`src/rtl/counter_stim_sequencer.sv`:
```
// rtl/counter_stim_sequencer.sv - command-driven stimulus sequencer and self-checker for an up/down counter
module counter_stim_sequencer #(
    parameter int WIDTH = 4,
    parameter int LEN_W = 8,
    parameter int ERR_W = 8
) (
    input  logic             clk,
    input  logic             rst_n,
    input  logic             cmd_valid,
    output logic             cmd_ready,
    input  logic [1:0]       cmd_op,
    input  logic [WIDTH-1:0] cmd_data,
    input  logic [LEN_W-1:0] cmd_len,
    output logic             load_n,
    output logic             ce,
    output logic             up_down,
    output logic [WIDTH-1:0] data_load,
    input  logic [WIDTH-1:0] count_out,
    input  logic             zero,
    input  logic             max_count,
    output logic             busy,
    output logic             done,
    output logic [WIDTH-1:0] exp_count,
    output logic             err,
    output logic [ERR_W-1:0] err_cnt
);

    typedef enum logic [1:0] {
        IDLE  = 2'd0,
        RUN   = 2'd1,
        CHECK = 2'd2
    } state_t;

    localparam logic [1:0] OP_HOLD = 2'b00;
    localparam logic [1:0] OP_UP   = 2'b01;
    localparam logic [1:0] OP_DOWN = 2'b10;
    localparam logic [1:0] OP_LOAD = 2'b11;

    state_t           state;
    state_t           state_nx;
    logic [LEN_W-1:0] remain;
    logic             accept;
    logic             match;
    logic             last_run;

    assign cmd_ready = rst_n && (state == IDLE);
    assign accept    = cmd_valid && cmd_ready;
    assign busy      = (state != IDLE);
    assign done      = (state == CHECK);
    assign last_run  = (remain == LEN_W'(1));

    always_comb begin
        state_nx = state;
        case (state)
            IDLE: begin
                if (accept) begin
                    state_nx = (cmd_len != '0) ? RUN : CHECK;
                end
            end
            RUN: begin
                if (last_run) begin
                    state_nx = CHECK;
                end
            end
            CHECK:   state_nx = IDLE;
            default: state_nx = IDLE;
        endcase
    end

    always_ff @(posedge clk) begin
        if (!rst_n) begin
            state <= IDLE;
        end else begin
            state <= state_nx;
        end
    end

    // Control outputs are registered; up_down and data_load keep their last value when idle.
    always_ff @(posedge clk) begin
        if (!rst_n) begin
            load_n    <= 1'b1;
            ce        <= 1'b0;
            up_down   <= 1'b0;
            data_load <= '0;
            remain    <= '0;
        end else begin
            case (state)
                IDLE: begin
                    if (accept) begin
                        remain <= cmd_len;
                        if (cmd_len != '0) begin
                            case (cmd_op)
                                OP_UP: begin
                                    ce      <= 1'b1;
                                    up_down <= 1'b1;
                                end
                                OP_DOWN: begin
                                    ce      <= 1'b1;
                                    up_down <= 1'b0;
                                end
                                OP_LOAD: begin
                                    load_n    <= 1'b0;
                                    data_load <= cmd_data;
                                end
                                default: begin
                                    load_n <= 1'b1;
                                    ce     <= 1'b0;
                                end
                            endcase
                        end
                    end
                end
                RUN: begin
                    remain <= remain - LEN_W'(1);
                    if (last_run) begin
                        load_n <= 1'b1;
                        ce     <= 1'b0;
                    end
                end
                default: begin
                    load_n <= 1'b1;
                    ce     <= 1'b0;
                end
            endcase
        end
    end

    assign match = (count_out == exp_count)
                && (zero == (count_out == '0))
                && (max_count == (count_out == '1));

    // The empty match branch lets an unknown match fall into the mismatch branch.
    always_ff @(posedge clk) begin
        if (!rst_n) begin
            exp_count <= '0;
            err       <= 1'b0;
            err_cnt   <= '0;
        end else begin
            if (!load_n) begin
                exp_count <= data_load;
            end else if (ce) begin
                exp_count <= up_down ? exp_count + WIDTH'(1) : exp_count - WIDTH'(1);
            end
            if (match) begin
            end else begin
                err <= 1'b1;
                if (err_cnt != '1) begin
                    err_cnt <= err_cnt + ERR_W'(1);
                end
            end
        end
    end

endmodule

```
`config.mk`:
```
export PLATFORM = sky130hd
export DESIGN_NAME = counter_stim_sequencer
export DESIGN_NICKNAME = d
export VERILOG_FILES = /design/src/rtl/counter_stim_sequencer.sv
export SDC_FILE = /design/constraint.sdc
export NUM_CORES = 1
export LEC_CHECK = 0
export BUFFER_PORTS_ARGS = -buffer_cell sky130_fd_sc_hd__clkbuf_2
export CAP_MARGIN = 0
export CORE_MARGIN = 2
export CORE_UTILIZATION = 28
export DETAILED_ROUTE_END_ITERATION = 7
export PLACE_DENSITY_LB_ADDON = 0.08
export SLEW_MARGIN = 20
export SYNTH_ARGS = -nofsm -noshare
export SYNTH_HDL_FRONTEND = slang
export SYNTH_SLANG_ARGS = --single-unit
```
`constraint.sdc`:
```
create_clock -name clk -period 4.5 [get_ports clk]
set_input_delay 0.675 -clock clk [delete_from_list [all_inputs] [get_ports clk]]
set_output_delay 0.675 -clock clk [all_outputs]
set_load 0.01 [all_outputs]
```
==> flow_metrics.tcl <==
set metrics [dict create \
    cp-end-kind "output port" \
    crit_path_start_kind "input port" \
    layout-drive-gt1-share 0.256 \
    portBuffers 45 \
    cp_max_fo 21 \
    cts-root-buf "clkbuf_8" \
    setup_violations 0 \
    nets 280 \
    fmax_mhz 410 \
    drc 0 \
    finalPower_uw 687 \
    die_w_um 83.6 \
    place.gp.congestion 0.795 \
    critPathMaxStageDelay_ps 310 \
    arrival_ps 1770 \
    holdPathEnd "err" \
    busiest_layer "met2" \
    tns_ps 0 \
    cts-htree-levels 2 \
    num_vias 1560 \
    initial_core_util 0.294 \
    r2r_start "state[0]" \
    status "finished clean" \
    rrSetupSlack_ps 2640 \
    seq_area_frac_synth 0.339 \
    rsz0062_at_grt "no" \
    rows 28 \
    gr-total-overflow 0 \
    worst_skew_pair.late_latency_ps 280 \
    worst_slack_ps 2060 \
    area_growth_pct 20.3 \
    cts_made_buffers 5 \
    ys_top_cells_by_area "dfxtp_1 34%, mux2i_1 7.3%, nor2_1 5.7%" \
    synthCells 207 \
    dp_slack_ps 2060 \
    cts_resized 0 \
    io-pin-count 46 \
    core-area_um2 6030 \
    grt_use_met3 0.0356 \
    slew-limit-headroom 0.585 \
    whs_ps 482 \
    synth_top_area_frac 0.339 \
    fill_cells 650 \
    critPathKind "input port to output port" \
    antenna_found_initial 0 \
    syn-num-nets 238 \
    syn-cell-area_um2 1770 \
    period_share 0.542 \
    worst_ep_required_time_ps 3830 \
    cpMostUsedCell "clkbuf_2" \
    skew_ps 5.63 \
    min_period_ps 2440 \
    ys_warn_count 0 \
    async_flop_share 0 \
    ant_nets 0 \
    syn-mean-instance-area_um2 8.56 \
    fp.dieArea_um2 6980 \
    first_global_vias 1500 \
    tightest_slew_ps 621 \
    drt-total-wl_um 4380 \
    dpl.hpwl_um 3320 \
    postCtsHoldBufs 0 \
    peakVddDrop_mv 0.137 \
    synthFlopType "dfxtp_1" \
    vias_per_cell 4.80 \
    cap_violations 0 \
    grt_pass1_wl_um 7560 \
    clk_pin_slew_ps 60 \
    cts_tree "built" \
    clk_path_buf_depth 2 \
    p_leak_nw 0.961 \
    n_antenna_cell 0 \
    cts_sinks 30 \
    fin_cells 325 \
    yosys.area.top_type "dfxtp_1" \
    r2r_cells 5 \
    power_density_nw_per_um2 322 \
    drt_iter0_drc 73 \
    min_from "err" \
    grt.total_usage 0.133 \
    ys_seq_elements 30 \
    path_cells "clkbuf_2 -> inv_2 -> nor3_1 -> clkbuf_2" \
    met2_usage 0.191 \
    synth_edf_count 0 \
    postCtsSetupRepairBufs 0 \
    firstDrtPassIters 4 \
    whs_path_depth 2 \
    gr-usage-met1 0.187 \
    ys_types 48 \
    rr_endpoint "remain[6]" \
    fp.dieH_um 83.6 \
    cp_slowest_cell "clkbuf_2" \
    grt_max_degree 22 \
    maxSlewViolCount 0 \
    wire_per_inst_um 13.5 \
    place_inst 317 \
    final_hold_viol_count 0 \
    hold_path_class "flop to flop" \
]
-- report_power, final --
group          internal [mW]  switching (mW)
Combinational         0.0670          0.0881
Sequential             0.284          0.0270
Clock                  0.123          0.0975
Total                  0.474           0.213
-- worst max path at each step --
stage | start | cells past startpoint | slack, ps | to
finish | rst_n | 4 | 2060 | cmd_ready
global route | rst_n | 4 | 1950 | cmd_ready
CTS | rst_n | 4 | 2060 | cmd_ready
detailed placement | rst_n | 4 | 2060 | cmd_ready
global placement | rst_n | 4 | 2130 | cmd_ready
floorplan | cmd_len[7] | 5 | 2660 | load_n
-- synthesized netlist by cell type, types with 2 or more instances --
library cell / count
a211oi_1: 3
nor4_2: 3
nand2_1: 20
xnor2_1: 6
nand2b_1: 7
nor3_1: 4
inv_2: 3
nor4_4: 2
ha_1: 7
mux2i_1: 13
nor2b_1: 2
and4_1: 3
o22ai_1: 2
o21ai_0: 3
nand4_1: 4
xor2_1: 5
nand3_1: 5
nand3b_1: 2
dfxtp_1: 30
clkbuf_1: 6
a21oi_1: 18
nor2_1: 27
a31oi_1: 3
inv_1: 5
-- metal layers --
metal	up-vias	wire, um
li1	821	-
met1	693	2210
met2	39	1880
met3	7	220
met4	0	75
met5	-	0
-- placed cells by master (no fill, tap or decap), drive strengths merged, types with 6 or more instances in the layout --
cell	n
xnor2	6
clkbuf	52
inv	8
nand2	20
ha	7
nand2b	7
nor2	27
dfxtp	30
mux2i	13
a21oi	18
-- critical path: cells and delay by family --
family                 cells  cell delay (ps)
AND/OR/NAND/NOR            1              310
buffers and inverters      3              780
-- stage by stage --
step	util	instance area, um^2
detailed placement	0.339	2040
finish	0.354	2130
global placement	0.339	2040
global route	0.354	2130
floorplan	-	1770
CTS	0.354	2130
-- layout make-up --
class,instances,area [um^2],share of cell area
clock inverter,1,5.00,0.00235
timing repair buffer,45,225,0.106
inverter,8,30.0,0.0141
clock buffer,7,86.3,0.0405
tap,75,93.8,0.0440
multi-input combinational,159,1090,0.512
sequential,30,601,0.282
-- sequential cells by signal, summed over array words and instances (netlist names) --
signal and flops:
data_load 4, up_down 1, state 2, exp_count 4
load_n 1, ce 1, err_cnt 8, err 1
remain 8
-- cells by family after synthesis --
group / after synthesis / share of synthesized area
AOI/OAI and AO/OA: 43 / 0.164
xor gates and xnor gates: 11 / 0.0543
adders and majority gates: 8 / 0.0607
buffers and inverters: 18 / 0.0452
DFF: 30 / 0.339
muxes: 13 / 0.0734
and+or+nand+nor: 84 / 0.263
Note: power is estimated with default switching activity, not from simulation.
